**config.mk**
```make
export PLATFORM = sky130hd
export DESIGN_NAME = op_sequencer
export DESIGN_NICKNAME = d
export VERILOG_FILES = /design/src/rtl/op_sequencer.sv
export SDC_FILE = /design/constraint.sdc
export NUM_CORES = 1
export LEC_CHECK = 0
export ABC_AREA = 1
export CAP_MARGIN = 0
export CORE_MARGIN = 1
export CORE_UTILIZATION = 30
export DETAILED_ROUTE_END_ITERATION = 7
export GPL_TIMING_DRIVEN = 1
export MAX_ROUTING_LAYER = met4
export SLEW_MARGIN = 15
export SYNTH_ARGS = -nofsm -noshare
export SYNTH_HDL_FRONTEND = slang
export SYNTH_SLANG_ARGS = --single-unit
```
**constraint.sdc**
```tcl
create_clock -name clk -period 1.4 [get_ports clk]
set_input_delay 0.28 -clock clk [delete_from_list [all_inputs] [get_ports clk]]
set_output_delay 0.28 -clock clk [all_outputs]
set_load 0.01 [all_outputs]
```
**src/rtl/op_sequencer.sv**
```systemverilog
// Programmable op sequencer feeding the register-bank/ALU stage: fetches 4-bit
// entries (halt flag + 3-bit op) and holds each issued op for a settle window.
// Optional wrap-around looping at end of memory is enabled by OP_SEQ_LOOP_EN.
module op_sequencer #(
  parameter int DEPTH         = 8,
  parameter int AW            = 3,
  parameter int SETTLE_CYCLES = 1
) (
  input  logic          clk,
  input  logic          rst,
  input  logic          prog_we,
  input  logic [AW-1:0] prog_addr,
  input  logic [3:0]    prog_data,
  input  logic          start,
  input  logic          stop,
  output logic [2:0]    op,
  output logic          op_valid,
  output logic [AW-1:0] pc,
  output logic          busy,
  output logic          done,
  output logic [15:0]   instr_count
);

  typedef enum logic [2:0] {IDLE, FETCH, CHECK, ISSUE, SETTLE, DONE} state_t;

  state_t      state;
  state_t      state_nxt;
  logic [3:0]  mem [DEPTH];
  logic [3:0]  instr_r;
  logic [3:0]  settle_cnt;
  logic        retire;
  logic        pc_adv;
  logic        settle_last;
  logic        run_active;

  function automatic logic [15:0] sat_inc(input logic [15:0] v);
    return (v == 16'hFFFF) ? v : v + 16'd1;
  endfunction

  assign settle_last = (settle_cnt == 4'd1);
  assign run_active  = (state != IDLE) && (state != DONE);

  always_ff @(posedge clk) begin
    if (rst) state <= IDLE;
    else     state <= state_nxt;
  end

  always_comb begin
    state_nxt = state;
    retire    = 1'b0;
    pc_adv    = 1'b0;
    case (state)
      IDLE, DONE: if (start) state_nxt = FETCH;
      FETCH:      state_nxt = stop ? DONE : CHECK;
      CHECK:      state_nxt = (stop || instr_r[3]) ? DONE : ISSUE;
      ISSUE: begin
        // An op already on the bus when stop arrives still counts as retired.
        if (stop) begin
          state_nxt = DONE;
          retire    = 1'b1;
        end else begin
          state_nxt = SETTLE;
        end
      end
      SETTLE: begin
        if (stop) begin
          state_nxt = DONE;
          retire    = 1'b1;
        end else if (settle_last) begin
          retire = 1'b1;
`ifdef OP_SEQ_LOOP_EN
          pc_adv    = 1'b1;
          state_nxt = FETCH;
`else
          if (pc == AW'(DEPTH - 1)) begin
            state_nxt = DONE;
          end else begin
            pc_adv    = 1'b1;
            state_nxt = FETCH;
          end
`endif
        end
      end
      default: state_nxt = IDLE;
    endcase
  end

  always_ff @(posedge clk) begin
    if (rst) begin
      op          <= 3'd0;
      op_valid    <= 1'b0;
      pc          <= '0;
      busy        <= 1'b0;
      done        <= 1'b0;
      instr_count <= 16'd0;
      for (int i = 0; i < DEPTH; i++) mem[i] <= 4'b1000;
    end else begin
      op_valid <= (state == CHECK) && (state_nxt == ISSUE);
      if (!run_active) begin
        if (prog_we) mem[prog_addr] <= prog_data;
        if (start) begin
          pc          <= '0;
          instr_count <= 16'd0;
          done        <= 1'b0;
          busy        <= 1'b1;
        end
      end
      if ((state == CHECK) && (state_nxt == ISSUE)) op <= instr_r[2:0];
      if (retire) instr_count <= sat_inc(instr_count);
      if (pc_adv) pc <= pc + 1'b1;
      if (run_active && (state_nxt == DONE)) begin
        busy <= 1'b0;
        done <= 1'b1;
      end
    end
  end

  // Fetch latch and settle timer need no reset: both are loaded before use.
  always_ff @(posedge clk) begin
    if (state == FETCH) instr_r <= mem[pc];
    if (state == ISSUE)       settle_cnt <= 4'(SETTLE_CYCLES);
    else if (state == SETTLE) settle_cnt <= settle_cnt - 4'd1;
  end

endmodule

```
==> After elaboration in Yosys (flattened, before gate mapping) <==
Memories as Yosys holds them, arrays and structs flattened. A register that Yosys moved wholly into a read port is not among the register bits.
Index checks and enable logic that the tools add are counted.
{ "classes": {"addsub": 3, "eq_ne": 15, "muxes": 35, "bitwise_logic": 1, "n_reduce_logical": 16} }
{ "ops": {"columns": ["cell", "n"], "rows": [
  ["two-way mux 16 bit", 4],
  ["two-way mux 3 bit", 10],
  ["two-way mux 1 bit", 18],
  ["adder 16 x 1 -> 16 bit (second input constant)", 1],
  ["equality test 16 bit (second input constant)", 1],
  ["case mux 3 bit (5 select lines)", 1],
  ["equality test 3 bit (second input constant)", 4],
  ["equality test 3 x 2 -> 1 bit (second input constant)", 3],
  ["!= test 2 bit (second input constant)", 3],
  ["AND reduction 2 bit", 3],
  ["nonzero test 2 bit", 3],
  ["equality test 4 x 1 -> 1 bit (second input constant)", 1],
  ["two-way mux 4 bit", 1],
  ["OR reduction 2 bit", 2],
  ["OR reduction 4 bit", 1],
  ["subtractor 4 x 1 -> 4 bit (second input constant)", 1],
  ["adder 3 x 1 -> 3 bit (second input constant)", 1],
  ["equality test 3 x 1 -> 1 bit (second input constant)", 1],
  ["logical AND 1 bit", 3],
  ["zero test 3 bit", 1],
  ["!= test 3 bit (second input constant)", 1],
  ["AND reduction 3 bit", 1],
  ["nonzero test 3 bit", 1],
  ["!= test 2 x 1 -> 1 bit (second input constant)", 1],
  ["3 further kinds", 3]
]} }
{ "word_totals": {"regBits": 32, "ram_bits": 32, "inputBits": 12, "word_cells": 79, "n_memories": 1} }
{ "mem_list": {"columns": ["name", "depth", "word_bits", "rd", "rd_ports_with_merged_regs", "wr", "line", "text"], "rows": [
  ["mem", 8, 4, 1, 1, 8, "28", "logic [3:0] mem [DEPTH];"]
]} }

==> Logic depth before layout (Yosys ltp) <==
Gate-level depths: netlist (run 1).
{ "logic_depth": {"ltp_word": 9, "mapped_depth": 11, "depth_no_buf": 11} }

==> Worst setup path after synthesis (run 1) <==
Ideal clock, no wire load.
{ "synth_timing": {"kind": "register to register", "start": "reg instr_count[1]", "end": "reg instr_count[6]", "setup_time_ns": 0.070, "t_arrival_ns": 1.496, "required_ns": 1.330, "slack_ns": -0.165, "path_stages_with_launch": 11, "n_path_buf": 1, "synth_period_minus_slack_ns": 1.565, "cell_sequence": "dfxtp_1 > ha_1 > nand2_1 > inv_2 > nand2_1 > nor2_4 > nand3_4 > nand2_4 > buf_12 > nand2_2 > a21oi_2"} }
{ "synth_between": {"elab_chain_cells": 3, "word_cells_on_any_way": 6} }
{ "synth_lines": {"columns": ["item", "line", "text"], "rows": [
  ["start, declared", "21", "output logic [15:0] instr_count"],
  ["start signal, assigned", "109", "if (retire) instr_count <= sat_inc(instr_count);"],
  ["adder 16 x 1 -> 16 bit or equality test 16 bit (tied branches)", "37", "return (v == 16'hFFFF) ? v : v + 16'd1;"],
  ["two-way mux 16 bit or != test 2 bit (tied branches)", null, null],
  ["two-way mux 16 bit or AND reduction 3 bit (tied branches)", null, null]
]} }
Several ways; a longest one is shown, not always the timed one. The select of a mux whose other input is x is not followed.
A chain may end at the register's enable or synchronous reset.

==> results of run 1 <==
[flip-flops by register name, summed over array words and instances, names as in the netlist]
| register | cells |
|---|---|
| done | 1 |
| mem | 32 |
| instr_r | 4 |
| busy | 1 |
| op | 3 |
| state | 3 |
| op_valid | 1 |
| instr_count | 16 |
| pc | 3 |
| settle_cnt | 4 |
[layout make-up]
| cell class | count | area (µm²) |
|---|---|---|
| Clock buffer | 9 | 225.2 |
| Timing Repair Buffer | 117 | 1026 |
| Sequential cell | 68 | 1750 |
| Clock inverter | 7 | 82.58 |
| Fill cell | 1049 | 5912 |
| Tap cell | 143 | 178.9 |
| Multi-Input combinational cell | 314 | 2128 |
| Inverter | 39 | 163.9 |
[report_power, final]
| part | total [mW] | internal, mW | switching (mW) |
|---|---|---|---|
| combinational | 1.83 | 0.771 | 1.06 |
| sequential | 2.39 | 2.29 | 0.104 |
| clock | 2.37 | 1.41 | 0.958 |
| total | 6.59 | 4.47 | 2.12 |
[cell families (layout without fill, tap and decap cells)]
logic type / Yosys count / after routing
and+or+nand+nor: 252 / 253
DFF: 68 / 68
AOI/OAI and AO/OA: 53 / 53
buffers and inverters: 48 / 172
adders and majority gates: 5 / 5
xor gates and xnor gates: 3 / 3
[cell usage in the layout (no fill, tap or decap), types with 14 or more instances in the layout]
| cell | count |
|---|---|
| nand2_1 | 69 |
| nor2_1 | 64 |
| buf_4 | 63 |
| edfxtp_1 | 36 |
| inv_1 | 30 |
| dlygate4sd2_1 | 22 |
| nand2_2 | 20 |
| nand2_4 | 18 |
| nor2_4 | 18 |
| dfxtp_1 | 17 |
| buf_6 | 16 |
| o21ai_0 | 15 |
| nand3_1 | 15 |
| nor2_2 | 15 |
| a21oi_2 | 14 |
[worst min path at each step]
stage / start / slack [ps] / to
2_1_floorplan: rst / 330 / instr_count[1]
3_5_place_dp: done / 460 / done
5_1_grt: done / 500 / done
3_3_place_gp: done / 460 / done
4_1_cts: done / 470 / done
6_report: done / 460 / done
[synthesized netlist by cell type, types with 7 or more instances]
library cell,count
nand2_1,94
nor2_1,92
edfxtp_1,36
dfxtp_1,32
inv_1,32
nand3_1,28
o21ai_0,16
a21oi_1,15
nand2_2,12
a21oi_2,10
o32ai_1,8
clkbuf_1,7
[through the flow]
stage	TNS [ps]	cell area [µm²]	std cells
2_1_floorplan	-3438	3640	429
3_3_place_gp	-35880	4649	667
3_5_place_dp	-36630	4649	667
4_1_cts	-5378	5283	692
5_1_grt	-13570	5555	697
6_report	-6386	5555	697
[metal layers]
layer	share of wire	up-vias	routed length (µm)
li1	-	1665	-
met1	0.43	1552	4021
met2	0.53	51	4990
met3	0.026	14	248
met4	0.014	0	128
met5	0	-	0
[worst register-to-register path: cells and delay by family (launching register included)]
family	cells	cell delay [ps]
buf+inv	1	60
compound gates	1	160
flops	1	360
simple gates	5	640
[what timing repair did]
item | CTS | global route
resized for setup | 97 | 59
setup endpoints to repair | 111 | 96
buffers inserted | 8 | 5
pin swaps | 39 | 19
cloned | 1 | 0
==> results_dict.tcl, run 1 <==
set metrics [dict create \
    status "finished with violations" \
    violations "setup timing" \
    cts_hold_buf 0 \
    wl_mm 9.389 \
    r2r_slack_ps -120 \
    crit_fanout 8 \
    grt_busiest_layer "met2" \
    use_met2 0.2936 \
    critical_path.endpoint "mem[1][2]" \
    first_iter_violations 119 \
    post-place-ws_ps -473.6 \
    p_leak_nw 2.249 \
    synth_top_area_share 0.3043 \
    grt_pass1_vias 3328 \
    cp.depth 7 \
    die_x_um 110.8 \
    drc 0 \
    rr_endpoint "mem[1][2]" \
    syn_inst 429 \
    muxShareOfSynthArea 0 \
    p_per_area_nw_per_um2 1186 \
    syn_area_um2 3552 \
    finalWorstSetupSlack_ps -121.1 \
    fin_skew_ps 9.396 \
    antenna_found_initial 0 \
    grtUsageMet1 0.1879 \
    grt_usage 0.1649 \
    required_ps 1450 \
    min_period_ps 1521 \
    use_met3 0.02679 \
    num_io_pins 37 \
    final_max_slew_viol_count 0 \
    worstPathCellList "inv_4 > nand2_4 > o21ai_4 > nand3_4 > nor2_4 > nand2_2 > nand2_4" \
    slew_headroom 0.5673 \
    rows 39 \
    antennaDiodeCount 0 \
    grt_max_degree 22 \
    worst_hold_path_type "flip-flop to flip-flop" \
    syn_area_per_cell_um2 8.280 \
    synthTopCellsByArea "edfxtp_1 30%, dfxtp_1 18%, nand2_1 9.9%" \
    max_freq_mhz 657.4 \
    worst-setup-path-type "flip-flop to flip-flop" \
    nets 566 \
    rr_worst_depth 7 \
    fin_crit_sh 1.086 \
    cts.sinks 68 \
    vdd_drop_max_mv 0.5985 \
    firstDrtPassIters 4 \
    numCtsBuffers 9 \
    die_h_um 110.8 \
    detail_route.wl_per_cell_um 13.47 \
    crit_path_top_delay_cell "dfxtp_4" \
    layout-drive-gt1-share 0.4332 \
    cp_top_family "simple AND/OR/NAND/NOR gates" \
    dr_total_vias 3282 \
    cp.arrival_ps 1570 \
    start_util 0.3098 \
    hold_viol 0 \
    path_buf_inv 1 \
    clkSlewWorstSetupHoldPaths_ps 60 \
    cts_root_buf "clkbuf_16" \
    cts_tree "yes" \
    regToRegStartpoint "state[0]" \
    synthToLayoutAreaGrowth_pct 56.39 \
    dpl.hpwl_mm 6.461 \
    power_mw 6.588 \
    setup_violations 80 \
    place.gp.congestion 0.7982 \
    ys.flop_type "edfxtp_1" \
    endpoint_kind "flip-flop" \
    synth-xor-area-share 0.007397 \
    synth-async-reset-ratio 0 \
    grt_pass1_wl_mm 15.73 \
    synth_cell_types 35 \
    cpMostUsedCell "nand2_4" \
    cap_violations 0 \
    synth_compound_area_frac 0.09616 \
    syn_nets 446 \
    worst_pin_slew_ps 648.3 \
    overflow 0 \
    whs_path_depth 2 \
    startpoint "state[0]" \
    synth_top_family_by_area "simple AND/OR/NAND/NOR gates" \
    rsz0062_at_grt "true" \
    synth_area_leader_cell "edfxtp_1" \
    dieArea_um2 12280 \
    worstSetupStartpointType "flip-flop" \
    clk_latency_ps 340 \
    clk_path_buf_depth 2 \
    antenna_left 0 \
    viasPerCell 4.709 \
    max_stage_delay_ps 360 \
    synth_edf_count 36 \
    portBuffers 36 \
    htree_levels 3 \
    finish.utilization 0.4845 \
    core_um2 11470 \
    yosys.area_share.simple 0.3371 \
    yosysWarnings 0 \
    yosysSeqAreaShare 0.4847 \
    yosys.area_share.adder 0.01761 \
    timing.hold.ws_ps 459.2 \
    ys_seq_elements 68 \
]
(Power assumes the default switching activity.)
==> inputs of run 2 (changes only) <==
--- a/config.mk
+++ b/config.mk
@@ -6,12 +6,11 @@
 export NUM_CORES = 1
 export LEC_CHECK = 0
 export ABC_AREA = 1
-export CAP_MARGIN = 0
+export CAP_MARGIN = 20
 export CORE_MARGIN = 1
 export CORE_UTILIZATION = 30
 export DETAILED_ROUTE_END_ITERATION = 7
 export GPL_TIMING_DRIVEN = 1
-export MAX_ROUTING_LAYER = met4
 export SLEW_MARGIN = 15
 export SYNTH_ARGS = -nofsm -noshare
 export SYNTH_HDL_FRONTEND = slang
==> results_dict.tcl, run 2 (same netlist as run 1, synthesis figures left out) <==
set metrics [dict create \
    finalWorstSetupSlack_ps -124.7 \
    setup_violations 80 \
    p_per_area_nw_per_um2 1183 \
    cap_violations 0 \
    start_util 0.3098 \
    layout.cells.most_common_list "69 x nand2_1, 64 x nor2_1, 63 x buf_4" \
    hold_viol 0 \
    top_register "mem" \
    dpl.hpwl_mm 6.461 \
    die_h_um 110.8 \
    core_um2 11470 \
    viasPerCell 4.709 \
    final_area_um2 5573 \
    endpoint_kind "flip-flop" \
    final_max_slew_viol_count 0 \
    fill_cells 1045 \
    worst_pin_slew_ps 669.5 \
    fin_skew_ps 10.29 \
    rows 39 \
    dieArea_um2 12280 \
    fin_crit_sh 1.089 \
    grt_pass1_wl_mm 15.75 \
    max_stage_delay_ps 360 \
    cts_root_buf "clkbuf_16" \
    cts_tree "yes" \
    drc 0 \
    slew_headroom 0.5532 \
    worst-setup-path-type "flip-flop to flip-flop" \
    crit_path_top_delay_cell "dfxtp_4" \
    antenna_left 0 \
    clkSlewWorstSetupHoldPaths_ps 60 \
    grt_max_degree 22 \
    placedCellCount 667 \
    layout-drive-gt1-share 0.4386 \
    clk_latency_ps 340 \
    detail_route.wl_per_cell_um 13.48 \
    portBuffers 36 \
    clk_path_buf_depth 2 \
    violations "setup timing" \
    p_leak_nw 2.253 \
    synthToLayoutAreaGrowth_pct 56.89 \
    numCtsBuffers 9 \
    place.gp.congestion 0.7873 \
    die_x_um 110.8 \
    crit_fanout 8 \
    worst_hold_path_type "flip-flop to flip-flop" \
    cpMostUsedCell "nand2_4" \
    min_period_ps 1525 \
    firstDrtPassIters 4 \
    rsz0062_at_grt "true" \
    antennaDiodeCount 0 \
    max_freq_mhz 655.9 \
    wl_mm 9.394 \
    final_common_cell "nand2_1" \
    required_ps 1450 \
    status "finished with violations" \
    finish.utilization 0.4860 \
    cp.arrival_ps 1570 \
    largest_reg_flops 32 \
    placed_area_um2 4649 \
    stdcell_count 697 \
    num_io_pins 37 \
    vdd_drop_max_mv 0.6005 \
    overflow 0 \
    worstPathCellList "inv_4 > nand2_4 > o21ai_4 > nand3_4 > nor2_4 > nand2_2 > nand2_4" \
    worstSetupStartpointType "flip-flop" \
    grt_pass1_vias 3313 \
    first_iter_violations 124 \
    cts.sinks 68 \
    antenna_found_initial 0 \
    dr_total_vias 3282 \
    htree_levels 3 \
    grt_usage 0.1611 \
    nets 566 \
    reg_top3 "mem x32, instr_count x16" \
]
-- run 2: final cells by class --
cell class              instances  area (µm²)  area share
clock buffers                   9       225.2     0.04041
clock inverters                 7       82.58     0.01482
inverters                      39       163.9     0.02941
multi-input cells             314        2151      0.3859
flip-flops and latches         68        1749      0.3139
well taps                     143       178.9     0.03211
repair buffers                117        1022      0.1834
-- run 2: worst paths after layout --
path | from | end | slack [ps] | cells after the start
worst max-delay path | state[0] | mem[1][2] | -120 | 7
worst min-delay path | done | done | 460 | 2
worst max register to register | state[0] | mem[1][2] | -120 | 7
worst min register to register | done | done | 460 | 2
-- run 2: metal layers --
metal | GRT usage | up-vias | part of all wire | wire length, µm
li1 | - | 1667 | - | -
met3 | 0.03335 | 14 | 0.028 | 267
met2 | 0.2940 | 55 | 0.52 | 4929
met5 | 0 | - | 0 | 0
met1 | 0.1869 | 1546 | 0.43 | 4064
met4 | 0.05156 | 0 | 0.014 | 131
-- run 2: what timing repair did --
action	4_1_cts	5_1_grt
buffers inserted	8	5
setup endpoints to repair	111	97
gates cloned	1	0
resized for setup	97	65
pin swaps	39	19
hold buffers	0	0
-- run 2: through the flow --
stage	hold WS [ps]	setup TNS, ps	worst slack, ps	power [mW]
6_report	459.3	-6531	-124.7	6.595
5_1_grt	499.6	-13690	-208.5	6.903
4_1_cts	467.7	-5378	-111.7	6.424
3_5_place_dp	459.8	-36630	-473.6	3.826
3_3_place_gp	464.5	-35880	-473.1	3.786
2_1_floorplan	333.3	-3438	-110.6	3.286
-- run 2: where the power goes --
group	internal, mW	total, mW	switching, mW
clock network	1.41	2.37	0.963
logic	0.773	1.83	1.06
registers	2.29	2.39	0.104
total	4.47	6.60	2.12
-- run 2: critical path, delay by kind of cell (launching register included) --
kind	cells	cell delay, ps
buffers and inverters	1	60
AND/OR/NAND/NOR	5	640
AO/OA/AOI/OAI	1	160
flip-flops	1	360
